## src/rtl/y86_ctrl_pkg.sv

```systemverilog
// Shared definitions for the sequential Y86-64 control path: status codes,
// instruction codes, sequencer state encoding and start-vector bit positions.
package y86_ctrl_pkg;

  localparam logic [2:0] STAT_AOK = 3'd1;
  localparam logic [2:0] STAT_HLT = 3'd2;
  localparam logic [2:0] STAT_ADR = 3'd3;
  localparam logic [2:0] STAT_INS = 3'd4;

  localparam logic [3:0] I_HALT   = 4'h0;
  localparam logic [3:0] I_NOP    = 4'h1;
  localparam logic [3:0] I_RRMOVQ = 4'h2;
  localparam logic [3:0] I_IRMOVQ = 4'h3;
  localparam logic [3:0] I_RMMOVQ = 4'h4;
  localparam logic [3:0] I_MRMOVQ = 4'h5;
  localparam logic [3:0] I_OPQ    = 4'h6;
  localparam logic [3:0] I_JXX    = 4'h7;
  localparam logic [3:0] I_CALL   = 4'h8;
  localparam logic [3:0] I_RET    = 4'h9;
  localparam logic [3:0] I_PUSHQ  = 4'hA;
  localparam logic [3:0] I_POPQ   = 4'hB;

  typedef enum logic [2:0] {
    ST_IDLE   = 3'd0,
    ST_FETCH  = 3'd1,
    ST_DECODE = 3'd2,
    ST_EXEC   = 3'd3,
    ST_MEM    = 3'd4,
    ST_WB     = 3'd5,
    ST_PCUP   = 3'd6,
    ST_HALT   = 3'd7
  } state_e;

  localparam int STG_F = 0;
  localparam int STG_D = 1;
  localparam int STG_E = 2;
  localparam int STG_M = 3;
  localparam int STG_W = 4;
  localparam int STG_P = 5;

  // Instructions that never touch data memory.
  function automatic logic skips_mem(input logic [3:0] ic);
    return (ic == I_NOP) || (ic == I_RRMOVQ) || (ic == I_IRMOVQ) ||
           (ic == I_OPQ) || (ic == I_JXX);
  endfunction

endpackage

```

## src/rtl/stage_watchdog.sv

```systemverilog
// Per-stage wait counter shared by every stage of the sequencer; flags the
// final permitted wait cycle so the sequencer can halt if no completion came.
module stage_watchdog #(
  parameter int TIMEOUT_CYC = 64
) (
  input  logic clk,
  input  logic rst_n,
  input  logic clear,
  input  logic enable,
  output logic expired
);

  localparam int CW = $clog2(TIMEOUT_CYC);
  localparam logic [CW-1:0] LAST = CW'(TIMEOUT_CYC - 1);

  logic [CW-1:0] cnt_q, cnt_d;

  // NOTE: every variable driven here gets a default first, so no latch is inferred.
  always_comb begin
    cnt_d = cnt_q;
    if (clear) begin
      cnt_d = '0;
    end else if (enable && (cnt_q != LAST)) begin
      cnt_d = cnt_q + 1'b1;
    end
  end

  // NOTE: sequential state uses non-blocking assignments only.
  always_ff @(posedge clk or negedge rst_n) begin
    if (!rst_n) cnt_q <= '0;
    else        cnt_q <= cnt_d;
  end

  assign expired = enable && !clear && (cnt_q == LAST);

endmodule

```

## src/rtl/y86_stage_sequencer.sv

```systemverilog
// Stage sequencer for the sequential Y86-64 core: one instruction at a time
// through F/D/E/M/W/PC. Optional MEM_SKIP_EN lets non-memory icodes bypass MEM.
module y86_stage_sequencer
  import y86_ctrl_pkg::*;
#(
  parameter int CNT_W       = 32,
  parameter int TIMEOUT_CYC = 64
) (
  input  logic             clk,
  input  logic             rst_n,
  input  logic             run,
  input  logic [3:0]       icode,
  input  logic             instr_valid,
  input  logic             imem_error,
  input  logic             dmem_error,
  input  logic             f_com,
  input  logic             d_com,
  input  logic             e_com,
  input  logic             m_com,
  input  logic             w_com,
  input  logic             p_com,
  output logic             f_start,
  output logic             d_start,
  output logic             e_start,
  output logic             m_start,
  output logic             w_start,
  output logic             p_start,
  output logic [2:0]       stat,
  output logic             busy,
  output logic             halted,
  output logic             timeout,
  output logic [CNT_W-1:0] instr_count
);

  state_e             state_q, state_d;
  logic [5:0]         start_q, start_d;
  logic [2:0]         stat_q, stat_d;
  logic               timeout_q, timeout_d;
  logic [CNT_W-1:0]   count_q, count_d;
  logic               entry, com_cur, wd_expired;

  // A start pulse is high exactly in a stage's entry cycle.
  assign entry = |start_q;

  stage_watchdog #(.TIMEOUT_CYC(TIMEOUT_CYC)) u_watchdog (
    .clk     (clk),
    .rst_n   (rst_n),
    .clear   (entry),
    .enable  (busy && !entry),
    .expired (wd_expired)
  );

`ifdef MEM_SKIP_EN
  logic [3:0] icode_q;

  always_ff @(posedge clk or negedge rst_n) begin
    if (!rst_n)                                     icode_q <= I_NOP;
    else if (state_q == ST_FETCH && !entry && f_com) icode_q <= icode;
  end
`endif

  always_comb begin
    com_cur = 1'b0;
    case (state_q)
      ST_FETCH:  com_cur = f_com;
      ST_DECODE: com_cur = d_com;
      ST_EXEC:   com_cur = e_com;
      ST_MEM:    com_cur = m_com;
      ST_WB:     com_cur = w_com;
      ST_PCUP:   com_cur = p_com;
      default:   com_cur = 1'b0;
    endcase
  end

  always_comb begin
    state_d   = state_q;
    stat_d    = stat_q;
    timeout_d = timeout_q;
    count_d   = count_q;
    case (state_q)
      ST_IDLE: if (run) state_d = ST_FETCH;
      ST_HALT: ;
      default: begin
        if (!entry && com_cur) begin
          case (state_q)
            ST_FETCH: begin
              if (imem_error) begin
                state_d = ST_HALT;
                stat_d  = STAT_ADR;
              end else if (!instr_valid) begin
                state_d = ST_HALT;
                stat_d  = STAT_INS;
              end else if (icode == I_HALT) begin
                state_d = ST_HALT;
                stat_d  = STAT_HLT;
              end else begin
                state_d = ST_DECODE;
              end
            end
            ST_DECODE: state_d = ST_EXEC;
`ifdef MEM_SKIP_EN
            ST_EXEC:   state_d = skips_mem(icode_q) ? ST_WB : ST_MEM;
`else
            ST_EXEC:   state_d = ST_MEM;
`endif
            ST_MEM: begin
              if (dmem_error) begin
                state_d = ST_HALT;
                stat_d  = STAT_ADR;
              end else begin
                state_d = ST_WB;
              end
            end
            ST_WB:     state_d = ST_PCUP;
            ST_PCUP: begin
              count_d = count_q + CNT_W'(1);
              state_d = run ? ST_FETCH : ST_IDLE;
            end
            default: ;
          endcase
        end else if (wd_expired) begin
          // Completion on the last permitted cycle wins over the watchdog.
          state_d   = ST_HALT;
          timeout_d = 1'b1;
        end
      end
    endcase
  end

  always_comb begin
    start_d = '0;
    if (state_d != state_q) begin
      case (state_d)
        ST_FETCH:  start_d[STG_F] = 1'b1;
        ST_DECODE: start_d[STG_D] = 1'b1;
        ST_EXEC:   start_d[STG_E] = 1'b1;
        ST_MEM:    start_d[STG_M] = 1'b1;
        ST_WB:     start_d[STG_W] = 1'b1;
        ST_PCUP:   start_d[STG_P] = 1'b1;
        default:   start_d = '0;
      endcase
    end
  end

  always_ff @(posedge clk or negedge rst_n) begin
    if (!rst_n) begin
      state_q   <= ST_IDLE;
      start_q   <= '0;
      stat_q    <= STAT_AOK;
      timeout_q <= 1'b0;
      count_q   <= '0;
    end else begin
      state_q   <= state_d;
      start_q   <= start_d;
      stat_q    <= stat_d;
      timeout_q <= timeout_d;
      count_q   <= count_d;
    end
  end

  assign f_start     = start_q[STG_F];
  assign d_start     = start_q[STG_D];
  assign e_start     = start_q[STG_E];
  assign m_start     = start_q[STG_M];
  assign w_start     = start_q[STG_W];
  assign p_start     = start_q[STG_P];
  assign stat        = stat_q;
  assign busy        = (state_q != ST_IDLE) && (state_q != ST_HALT);
  assign halted      = (state_q == ST_HALT);
  assign timeout     = timeout_q;
  assign instr_count = count_q;

endmodule

```

## config.mk

```make
export PLATFORM = sky130hd
export DESIGN_NAME = y86_stage_sequencer
export DESIGN_NICKNAME = d
export VERILOG_FILES = /design/src/rtl/y86_ctrl_pkg.sv /design/src/rtl/stage_watchdog.sv /design/src/rtl/y86_stage_sequencer.sv
export SDC_FILE = /design/constraint.sdc
export NUM_CORES = 1
export LEC_CHECK = 0
export ABC_CLOCK_PERIOD_IN_PS = 2300
export BUFFER_PORTS_ARGS = -buffer_cell sky130_fd_sc_hd__buf_4
export CORE_UTILIZATION = 40
export DETAILED_ROUTE_END_ITERATION = 8
export PLACE_DENSITY = 0.64
export SYNTH_ARGS = -nofsm -noshare
export SYNTH_HDL_FRONTEND = slang
export SYNTH_SLANG_ARGS = --single-unit
```

## constraint.sdc

```tcl
create_clock -name clk -period 2.3 [get_ports clk]
set_clock_uncertainty 0.1 [all_clocks]
set_input_delay 0.23 -clock clk [delete_from_list [all_inputs] [get_ports clk]]
set_output_delay 0.23 -clock clk [all_outputs]
set_load 0.01 [all_outputs]
```

==> results.py <==
metrics = {
    "run_status": {
        "status": "finished with violations",
        "violations": "DRC",
    },
    "power_and_ir_drop": {
        "power_switching_w": 0.0005984,
        "clkPwrFrac": 0.268,
        "p_int_w": 0.001446,
        "swShare": 0.2927,
        "powerDensity_nw_per_um2": 563.9,
        "p_seq_frac": 0.516,
        "ir_drop_v": 0.0003277,
        "p_leak_nw": 1.739,
        "combPwrFrac": 0.216,
    },
    "logic_synthesis": {
        "netlist_area_um2": 2706,
        "synth_compound_area_frac": 0.07120,
        "yosys_warnings": 0,
        "synth.top_cell.area_share": 0.4623,
        "avgSynthCellArea_um2": 10.74,
        "ys_seq_elements": 51,
        "synth_fa_ha_area_frac": 0.009246,
        "netlist_instances": 252,
        "synthMuxAreaShare": 0.05964,
        "yosys.area_share.simple": 0.2381,
        "synth_edf_count": 0,
        "ys_async_sr_fraction": 1.000,
        "ys_types": 48,
        "synth_flop_cell": "dfrtp_1",
        "synth_top_family_by_area": "simple AND/OR/NAND/NOR gates",
        "synth-xor-area-share": 0.1133,
        "yosys.area.top_type": "dfrtp_1",
        "yosys-top-cells-area": "dfrtp_1 46%, xnor2_1 8.7%, nand4_1 4.4%",
        "synth_nets": 270,
        "yosysSeqAreaShare": 0.4720,
    },
    "place": {
        "port_buffers": 59,
        "pre_cts_ws_ns": -0.09319,
        "dpl.hpwl_mm": 4.498,
        "dpl_cell_area_um2": 3354,
        "gp_congestion": 0.8674,
    },
    "timing": {
        "fin_ws_ns": 0.01824,
        "period_needed_ns": 2.282,
        "setup_viol": 0,
        "final-hold-violation-count": 0,
        "fmax_mhz": 438.3,
        "drv_slew": 0,
        "rsz0062_at_grt": "yes",
        "tightest_slew_ns": 0.6310,
        "period_share": 0.9921,
        "max_slew_margin": 0.5793,
        "fin_tns_setup_ns": 0,
    },
    "clock_network": {
        "clk_latency_ns": 0.31,
        "cts_buffer_depth": 2,
        "cts-buffers-inserted": 5,
        "htreeDepth": 2,
        "cts.sinks": 51,
        "clk_pin_slew_ns": 0.09,
        "cts_tree": "yes",
        "root_buffer": "clkbuf_8",
    },
    "floorplan": {
        "start_util": 0.4214,
        "die_h_um": 84.26,
        "core_um2": 6422,
        "io-pin-count": 60,
        "die-width_um": 84.26,
        "dieArea_um2": 7099,
        "row_count": 29,
    },
    "worst_setup_path": {
        "cp-end-kind": "flop",
        "crit_required_ns": 2.39,
        "path_class": "reg2reg",
        "critPathLaunchType": "flop",
        "crit_arrival_ns": 2.37,
        "path_max_fanout": 7,
    },
    "drt": {
        "routed_wl_mm": 6.309,
        "drc": 8,
        "dr.pass1.iters": 6,
        "wl_per_cell_um": 15.06,
        "antenna_left": 0,
        "via_per_inst": 5.399,
        "num_vias": 2262,
        "first_iter_violations": 163,
    },
    "cells_and_area": {
        "mostFrequentLayoutCell": "buf_4",
        "diodes": 0,
        "layout.nets": 359,
        "area_delta_synth_final_pct": 33.98,
        "final_area_um2": 3626,
        "most-common-layout-cells": "86 x buf_4, 49 x dfrtp_1, 27 x xnor2_1",
        "drive_gt1_frac": 0.3713,
    },
    "grt": {
        "grt_pass1_vias": 2201,
        "grt_max_degree": 52,
        "antenna_found_initial": 0,
        "grt_pass1_wl_mm": 10.67,
        "overflow": 0,
        "grt_usage": 0.1891,
    },
    "worst_hold_path": {
        "hold_class": "in2reg",
    },
    "job": {
        "cap_violations": 0,
    },
}
==> Yosys cell counts (all sizes together), types with 3 or more instances <==
| master | number |
|---|---|
| nand4 | 19 |
| nand2b | 3 |
| clkbuf | 6 |
| dfrtp | 50 |
| xnor2 | 27 |
| and3 | 13 |
| nor2 | 20 |
| xor2 | 8 |
| nor2b | 3 |
| and2 | 4 |
| buf | 4 |
| nor3 | 5 |
| a21oi | 3 |
| nor4 | 8 |
| mux2 | 5 |
| mux2i | 6 |
| nand2 | 20 |
| nand3 | 12 |
| inv | 7 |
==> kinds of logic (layout without fill, tap and decap cells) <==
family                     Yosys count  count (layout)
muxes                               13              13
adders and majority gates            2               2
buffers and inverters               18             108
DFF                                 51              51
xor gates and xnor gates            35              35
AOI/OAI and AO/OA                   21              21
and+or+nand+nor                    112             112
==> metrics by stage <==
step	util	total power, W	instances	hold WS [ns]
6_report	0.5646	0.002045	419	0.1210
3_3_place_gp	0.5223	0.001451	400	0.1959
4_1_cts	0.5474	0.002038	415	0.1198
5_1_grt	0.5646	0.002166	419	0.1569
3_5_place_dp	0.5223	0.001465	400	0.1967
2_1_floorplan	-	0.001290	252	-0.1656
==> registers in the layout, indices dropped and copies added, names as in the netlist <==
name              flops
instr_count          32
start_q               6
u_watchdog.cnt_q      6
stat                  3
state_q               3
timeout               1
==> routing by layer <==
metal  up-vias  global-route usage  routed length [µm]  share of wire
li1       1087                   -                   -              -
met1      1101              0.2563                2894           0.46
met2        62              0.3025                3011           0.48
met3        12             0.03343                 271          0.043
met4         0             0.07524                 131          0.021
met5         -                   0                   0              0
==> critical path: stages, from the launching register on <==
cell and delay [ns]:
dfrtp_2 0.47, mux2i_1 0.15, mux4_2 0.57, or4_4 0.51
a32oi_2 0.28, nor4b_2 0.08
==> final timing paths <==
| path | end | cells after the start | startpoint | slack, ns |
|---|---|---|---|---|
| max | start_q[4]$_DFF_PN0_ | 5 | state_q[1]$_DFF_PN0_ | 0.02 |
| min | stat[1]$_DFFE_PN0P_ | 3 | instr_valid | 0.12 |
| max reg2reg | start_q[4]$_DFF_PN0_ | 5 | state_q[1]$_DFF_PN0_ | 0.02 |
| min reg2reg | instr_count[31]$_DFFE_PN0P_ | 1 | instr_count[31]$_DFFE_PN0P_ | 0.38 |
| max in group asynchronous | state_q[1]$_DFF_PN0_ | 2 | rst_n | 1.26 |
| min in group asynchronous | instr_count[19]$_DFFE_PN0P_ | 2 | rst_n | 0.37 |
==> what timing repair did <==
| item | CTS | global route |
|---|---|---|
| pin swaps | 0 | 6 |
| setup buffers | 6 | 4 |
| hold endpoints to repair | 50 | 0 |
| setup endpoints to repair | 5 | 24 |
| gates resized for setup | 4 | 16 |
| hold buffers | 1 | 0 |
==> cell type report <==
class | count | area (µm²)
clock buffers | 6 | 82.58
clock inverters | 2 | 13.76
inverters | 8 | 30.03
well taps | 77 | 96.34
multi-input cells | 183 | 1404
flip-flops and latches | 51 | 1279
repair buffers | 92 | 720.7
fillers | 588 | 2796
==> power by group through the flow <==
stage	clock network, W	logic, W	registers (W)
finish	0.000548	0.000443	0.00105
global route	0.000609	0.000481	0.00108
CTS	0.000567	0.000415	0.00106
detailed placement	0	0.000390	0.00107
global placement	0	0.000380	0.00107
floorplan	0	0.000224	0.00107
Power figures use the tool's default switching activity.
